==> config.mk <==
export PLATFORM = sky130hd
export DESIGN_NAME = fp_align_pipe
export DESIGN_NICKNAME = d
export VERILOG_FILES = /design/src/rtl/fp_align_pipe.sv
export SDC_FILE = /design/constraint.sdc
export NUM_CORES = 1
export LEC_CHECK = 0
export ABC_AREA = 1
export CELL_PAD_IN_SITES_DETAIL_PLACEMENT = 0
export CELL_PAD_IN_SITES_GLOBAL_PLACEMENT = 2
export CORE_UTILIZATION = 32
export DETAILED_ROUTE_END_ITERATION = 10
export HOLD_SLACK_MARGIN = 0.1
export MAX_ROUTING_LAYER = met4
export PLACE_DENSITY = 0.83
export SLEW_MARGIN = 25
export SYNTH_ARGS = -nofsm -noshare
export SYNTH_HDL_FRONTEND = slang
export SYNTH_SLANG_ARGS = --single-unit
==> constraint.sdc <==
create_clock -name clk -period 8.9 [get_ports clk]
set_clock_uncertainty 0.2 [all_clocks]
set_input_delay 1.335 -clock clk [delete_from_list [all_inputs] [get_ports clk]]
set_output_delay 1.335 -clock clk [all_outputs]
set_load 0.03 [all_outputs]
==> src/rtl/fp_align_pipe.sv <==
// Two-stage operand alignment for the floating-point adder.
// Stage 1 compares the operands and flags specials; stage 2 aligns the smaller
// mantissa (with guard/round/sticky) and two's-complements by effective sign.
module fp_align_pipe #(
    parameter int unsigned EXP_W = 8,
    parameter int unsigned MAN_W = 23,
    parameter int unsigned GRS_W = 3
) (
    input  logic                     clk,
    input  logic                     rst,
    input  logic                     flush,
    input  logic                     in_valid,
    output logic                     in_ready,
    input  logic [EXP_W+MAN_W:0]     op_a,
    input  logic [EXP_W+MAN_W:0]     op_b,
    input  logic                     op_sub,
    output logic                     out_valid,
    input  logic                     out_ready,
    output logic [MAN_W+GRS_W+2:0]   man_a_out,
    output logic [MAN_W+GRS_W+2:0]   man_b_out,
    output logic [EXP_W-1:0]         exp_out,
    output logic                     sign_out,
    output logic                     nan_out,
    output logic                     inf_out
);

    localparam int unsigned OP_W  = 1 + EXP_W + MAN_W;
    localparam int unsigned OUT_W = MAN_W + GRS_W + 3;
    localparam int unsigned KEY_W = EXP_W + 1 + MAN_W;
    // Shifting by SAT pushes the hidden bit (the top possible 1) out entirely.
    localparam int unsigned SAT   = MAN_W + GRS_W + 1;
    localparam int unsigned SH_W  = $clog2(SAT + 1);

    // ------------------------------------------------------------------
    // Handshake
    // ------------------------------------------------------------------
    logic s1_valid;
    logic s2_adv;

    assign s2_adv   = ~out_valid | out_ready;
    assign in_ready = ~s1_valid | s2_adv;

    // ------------------------------------------------------------------
    // Stage 1: field extraction
    // ------------------------------------------------------------------
    logic               a_sign, b_sign;
    logic [EXP_W-1:0]   a_exp, b_exp;
    logic [MAN_W-1:0]   a_frac, b_frac;
    logic               a_hid, b_hid;
    logic [EXP_W-1:0]   a_eexp, b_eexp;
    logic [KEY_W-1:0]   a_key, b_key;

    assign a_sign = op_a[OP_W-1];
    assign b_sign = op_b[OP_W-1] ^ op_sub;
    assign a_exp  = op_a[MAN_W +: EXP_W];
    assign b_exp  = op_b[MAN_W +: EXP_W];
    assign a_frac = op_a[MAN_W-1:0];
    assign b_frac = op_b[MAN_W-1:0];
    assign a_hid  = |a_exp;
    assign b_hid  = |b_exp;
    assign a_eexp = a_hid ? a_exp : EXP_W'(1);
    assign b_eexp = b_hid ? b_exp : EXP_W'(1);
    // Magnitude key: effective exponent, then hidden bit and fraction.
    assign a_key  = {a_eexp, a_hid, a_frac};
    assign b_key  = {b_eexp, b_hid, b_frac};

    // ------------------------------------------------------------------
    // Stage 1: compare, predict sign, classify specials
    // ------------------------------------------------------------------
    logic               a_small;
    logic               mag_eq;
    logic [EXP_W-1:0]   diff;
    logic [EXP_W-1:0]   exp_big;
    logic               sign_pred;
    logic               a_nan, b_nan, a_inf, b_inf;
    logic               nan_pred, inf_pred;
    logic [OUT_W-1:0]   ext_a, ext_b;

    // Pick the larger operand and derive the result sign and special flags.
    always_comb begin
        a_small   = 1'b0;
        mag_eq    = 1'b0;
        diff      = '0;
        exp_big   = '0;
        sign_pred = 1'b0;
        a_nan     = 1'b0;
        b_nan     = 1'b0;
        a_inf     = 1'b0;
        b_inf     = 1'b0;
        nan_pred  = 1'b0;
        inf_pred  = 1'b0;
        ext_a     = '0;
        ext_b     = '0;

        a_small = (b_key > a_key);
        mag_eq  = (b_key == a_key);

        if (a_small) begin
            diff    = b_eexp - a_eexp;
            exp_big = b_eexp;
        end else begin
            diff    = a_eexp - b_eexp;
            exp_big = a_eexp;
        end

        // Exact cancellation yields +0.
        if (mag_eq && (a_sign != b_sign)) begin
            sign_pred = 1'b0;
        end else begin
            sign_pred = a_small ? b_sign : a_sign;
        end

        a_nan = (&a_exp) &  (|a_frac);
        b_nan = (&b_exp) &  (|b_frac);
        a_inf = (&a_exp) & ~(|a_frac);
        b_inf = (&b_exp) & ~(|b_frac);

        nan_pred = a_nan | b_nan | (a_inf & b_inf & (a_sign != b_sign));
        inf_pred = ~nan_pred & (a_inf | b_inf);
        if (inf_pred) begin
            sign_pred = a_inf ? a_sign : b_sign;
        end

        ext_a = {2'b00, a_hid, a_frac, GRS_W'(0)};
        ext_b = {2'b00, b_hid, b_frac, GRS_W'(0)};
    end

    // ------------------------------------------------------------------
    // Stage 1 registers
    // ------------------------------------------------------------------
    logic [OUT_W-1:0]   s1_man_a, s1_man_b;
    logic [EXP_W-1:0]   s1_diff;
    logic [EXP_W-1:0]   s1_exp;
    logic               s1_a_small;
    logic               s1_a_sign, s1_b_sign;
    logic               s1_sign;
    logic               s1_nan, s1_inf;

    // Stage 1 valid: cleared by reset or flush, otherwise follows the input handshake.
    always_ff @(posedge clk) begin
        if (rst || flush) begin
            s1_valid <= 1'b0;
        end else if (in_ready) begin
            s1_valid <= in_valid;
        end
    end

    // Stage 1 payload: captured on every accepted input.
    always_ff @(posedge clk) begin
        if (rst) begin
            s1_man_a   <= '0;
            s1_man_b   <= '0;
            s1_diff    <= '0;
            s1_exp     <= '0;
            s1_a_small <= 1'b0;
            s1_a_sign  <= 1'b0;
            s1_b_sign  <= 1'b0;
            s1_sign    <= 1'b0;
            s1_nan     <= 1'b0;
            s1_inf     <= 1'b0;
        end else if (in_valid && in_ready) begin
            s1_man_a   <= ext_a;
            s1_man_b   <= ext_b;
            s1_diff    <= diff;
            s1_exp     <= exp_big;
            s1_a_small <= a_small;
            s1_a_sign  <= a_sign;
            s1_b_sign  <= b_sign;
            s1_sign    <= sign_pred;
            s1_nan     <= nan_pred;
            s1_inf     <= inf_pred;
        end
    end

    // ------------------------------------------------------------------
    // Stage 2: align the smaller mantissa and apply signs
    // ------------------------------------------------------------------
    logic [SH_W-1:0]    shamt;
    logic [OUT_W-1:0]   big_m, small_m;
    logic [OUT_W-1:0]   lost_mask;
    logic [OUT_W-1:0]   aligned_small;
    logic               sticky;
    logic [OUT_W-1:0]   al_a, al_b;
    logic [OUT_W-1:0]   fin_a, fin_b;

    // Saturating right shift with sticky collection, then conditional negate.
    always_comb begin
        shamt         = '0;
        big_m         = '0;
        small_m       = '0;
        lost_mask     = '0;
        aligned_small = '0;
        sticky        = 1'b0;
        al_a          = '0;
        al_b          = '0;
        fin_a         = '0;
        fin_b         = '0;

        big_m   = s1_a_small ? s1_man_b : s1_man_a;
        small_m = s1_a_small ? s1_man_a : s1_man_b;

        if (32'(s1_diff) > SAT) begin
            shamt = SH_W'(SAT);
        end else begin
            shamt = SH_W'(s1_diff);
        end

        lost_mask     = ~({OUT_W{1'b1}} << shamt);
        sticky        = |(small_m & lost_mask);
        aligned_small = (small_m >> shamt) | OUT_W'(sticky);

        al_a = s1_a_small ? aligned_small : big_m;
        al_b = s1_a_small ? big_m : aligned_small;

        // Zero negates to zero modulo 2^OUT_W, so no special case is needed.
        fin_a = (s1_a_sign != s1_sign) ? (~al_a + OUT_W'(1)) : al_a;
        fin_b = (s1_b_sign != s1_sign) ? (~al_b + OUT_W'(1)) : al_b;

        if (s1_nan || s1_inf) begin
            fin_a = '0;
            fin_b = '0;
        end
    end

    // ------------------------------------------------------------------
    // Stage 2 registers (module outputs)
    // ------------------------------------------------------------------

    // Output valid: cleared by reset or flush, advances when downstream has room.
    always_ff @(posedge clk) begin
        if (rst || flush) begin
            out_valid <= 1'b0;
        end else if (s2_adv) begin
            out_valid <= s1_valid;
        end
    end

    // Output payload: loaded when stage 1 moves forward, held during backpressure.
    always_ff @(posedge clk) begin
        if (rst) begin
            man_a_out <= '0;
            man_b_out <= '0;
            exp_out   <= '0;
            sign_out  <= 1'b0;
            nan_out   <= 1'b0;
            inf_out   <= 1'b0;
        end else if (s2_adv && s1_valid) begin
            man_a_out <= fin_a;
            man_b_out <= fin_b;
            exp_out   <= s1_exp;
            sign_out  <= s1_sign;
            nan_out   <= s1_nan;
            inf_out   <= s1_inf;
        end
    end

endmodule

==> results.cfg <==
[status]
status = complete, but fails checks
violations = DRC

[grt]
antenna_found_initial = 0
gr-total-overflow = 0
grt_usage_pct = 25.5
grt_pass1_vias = 11305
grt_start_max_net_pins = 81
grt_pass1_wl_um = 65200

[sta]
setup_violations = 0
setup_tns_ns = 0
min_period_over_period_pct = 56.2
fin_ws_ns = 3.90
rsz0062_at_grt = false
finalHoldViolations = 0
max_freq_ghz = 0.200
slew_headroom_pct = 34.6
tightest_slew_ns = 0.974
fin_crit_ns = 5.00
drv_slew = 0

[power]
pwr-share-seq_pct = 28.9
intPower_uw = 1420
p_per_area_nw_per_um2 = 186
ir_drop_mv = 0.139
p_switching_uw = 1000
p_sw_share_pct = 41.4
cellLeakagePower_uw = 0.00559
p_clk_share_pct = 31.0
p_comb_share_pct = 40.1
p_total_uw = 2420

[hold_path]
hold_start = s1_exp[5]$_SDFFE_PP0P_
hp-class = reg2reg

[clock_tree]
path_clk_slew_ns = 0.06
clockBufferDepth = 2
cts_setup_buffers = 0
htree_levels = 4
cts_tree = yes
insertion_delay_ns = 0.45
cts_resized = 0
cts_root_buf = clkbuf_16
cts_made_buffers = 17
cts.hold.buffers_added = 0
cts_num_sinks = 141

[layout]
final_common_cell = nand2_1
final_cell_mix = nand2_1, nand3_1, a21oi_1
nNetsFinal = 1965
n_antenna_cell = 0
layout-drive-gt1-share_pct = 6.06
area_growth_pct = 20.0

[placement]
gp_congestion = 0.950
dp_hpwl_um = 32600
io_buffers = 140
dp_slack_ns = 3.72

[synthesis]
avgSynthCellArea_um2 = 6.06
syn_area_um2 = 10900
syn_inst = 1793
ys_async_sr_fraction_pct = 0
synth_nets = 1906
synthFlopType = dfxtp_1
synth-edff-count = 0
ys_ff_latch = 141
ys_seq_area_share_pct = 26.0
yosys_warnings = 0
ys_types = 44

[drt]
post_drt_wl_per_cell_um = 18.2
via_count = 12151
drc_errors = 2
routed_wl_um = 42100
drt_iter0_drc = 1032
vias_per_cell = 5.25
dr.pass1.iters = 9
antenna_left = 0

[floorplanning]
die_w_um = 186
pin_count = 141
row_count = 67
die_area_um2 = 34700
fp.dieH_um = 186
core_um2 = 33400
start_util_pct = 32.5

[setup_path]
endpoint_kind = flip-flop
reg2reg_depth = 23
arrival_ns = 5.09
r2r_slack_ns = 3.90
cp-start-kind = flip-flop
reg2reg_to = man_a_out[14]$_SDFFE_PP0P_
critical_path_required_ns = 8.99
cp_max_fo = 35
cp-startpoint = s1_diff[7]$_SDFFE_PP0P_
cp-endpoint = man_a_out[14]$_SDFFE_PP0P_
worstSetupPathType = reg2reg
r2r_start = s1_diff[7]$_SDFFE_PP0P_

[run]
max_cap_violations = 0
==> worst min-delay path by stage <==
stage,end,slack (ns),depth (start not counted)
final,s1_exp[5]$_SDFFE_PP0P_,0.26,2
after global routing,man_a_out[16]$_SDFFE_PP0P_,0.28,2
after CTS,s1_man_b[25]$_SDFFE_PP0P_,0.26,2
after detailed placement,s1_man_b[25]$_SDFFE_PP0P_,0.25,2
after global placement,s1_exp[4]$_SDFFE_PP0P_,0.25,2
after floorplan,s1_man_b[24]$_SDFFE_PP0P_,0.24,2
==> power by group through the flow <==
stage | registers [µW] | clock network, µW | logic (µW)
5_1_grt | 703 | 794 | 1080
4_1_cts | 699 | 765 | 965
6_report | 699 | 748 | 971
2_1_floorplan | 731 | 0 | 660
3_3_place_gp | 712 | 0 | 964
3_5_place_dp | 713 | 0 | 961
==> layout make-up <==
class	instances	area, µm²
sequential	141	2820
multi-input combinational	1386	6970
tap	448	561
fill	3683	20400
clock buffer	19	443
inverter	152	571
timing repair buffer	154	1500
clock inverter	13	164
==> sequential cells by signal, indices dropped and copies added, names as in the netlist <==
| signal | flops |
|---|---|
| nan_out | 1 |
| s1_a_sign | 1 |
| s1_sign | 1 |
| s1_nan | 1 |
| sign_out | 1 |
| s1_a_small | 1 |
| s1_b_sign | 1 |
| s1_man_a | 24 |
| s1_inf | 1 |
| out_valid | 1 |
| s1_exp | 8 |
| man_a_out | 29 |
| s1_man_b | 24 |
| exp_out | 8 |
| s1_valid | 1 |
| inf_out | 1 |
| man_b_out | 29 |
| s1_diff | 8 |
==> Yosys cell counts, types with 8 or more instances <==
cell type  instances  area (µm²)
buf_2             26         130
nor2_2             8        50.1
dfxtp_1          141        2820
inv_1            139         522
o211ai_1           9        67.6
nand3b_1          11        82.6
inv_2             11        41.3
ha_1              41         513
or2_2              9        56.3
nor4_1            13        81.3
nand2_1          460        1730
nand2_2           10        62.6
nor2_1           112         420
xor2_1             9        78.8
nand4_1           30         188
a21oi_1          171         856
nand3_2           17         170
nor3_1            11        55.1
o21ai_0          148         741
nand3_1          272        1360
buf_1             13        48.8
clkbuf_1          69         259
o21ai_1           15        75.1
==> logic make-up after synthesis <==
| group | after synthesis | synth area share (%) |
|---|---|---|
| and+or+nand+nor | 962 | 40.1 |
| AOI/OAI and AO/OA | 366 | 17.7 |
| buffers and inverters | 266 | 9.84 |
| DFF | 141 | 26.0 |
| adders and majority gates | 43 | 5.09 |
| xor gates and xnor gates | 15 | 1.21 |
==> metrics by stage <==
step | cell area, µm² | utilization (%) | hold slack, ns | std cells
after global placement | 12400 | 37.1 | 0.252 | 2281
after global routing | 13000 | 39.0 | 0.283 | 2313
after floorplan | 10900 | - | 0.235 | 1793
final | 13000 | 39.0 | 0.260 | 2313
after CTS | 13000 | 39.0 | 0.264 | 2313
after detailed placement | 12400 | 37.1 | 0.254 | 2281
==> per-layer routing <==
layer,track usage (%),wire length (µm)
met2,37.9,18000
met4,9.34,1320
met3,3.58,2090
met1,35.0,20700
met5,-,0
==> critical path, cell delays in order, from the launching register on <==
cell and delay (ns):
dfxtp_1 0.34, nor2_4 0.13, nand2_2 0.10, nor2_4 0.63
nand2_1 0.56, inv_2 0.61, o21ai_0 0.22, nand2_1 0.11
nand3_1 0.08, nor2_1 0.09, nand3_1 0.12, nor2_1 0.14
nand2_2 0.11, nand2_1 0.11, ha_1 0.20, nand2_1 0.08
nor2_2 0.23, nand2_1 0.20, nor2_1 0.16, nand2_1 0.09
nand2_1 0.07, nand3_1 0.09, nand3_1 0.08, a21oi_1 0.07
Note: power is estimated with default switching activity, not from simulation.
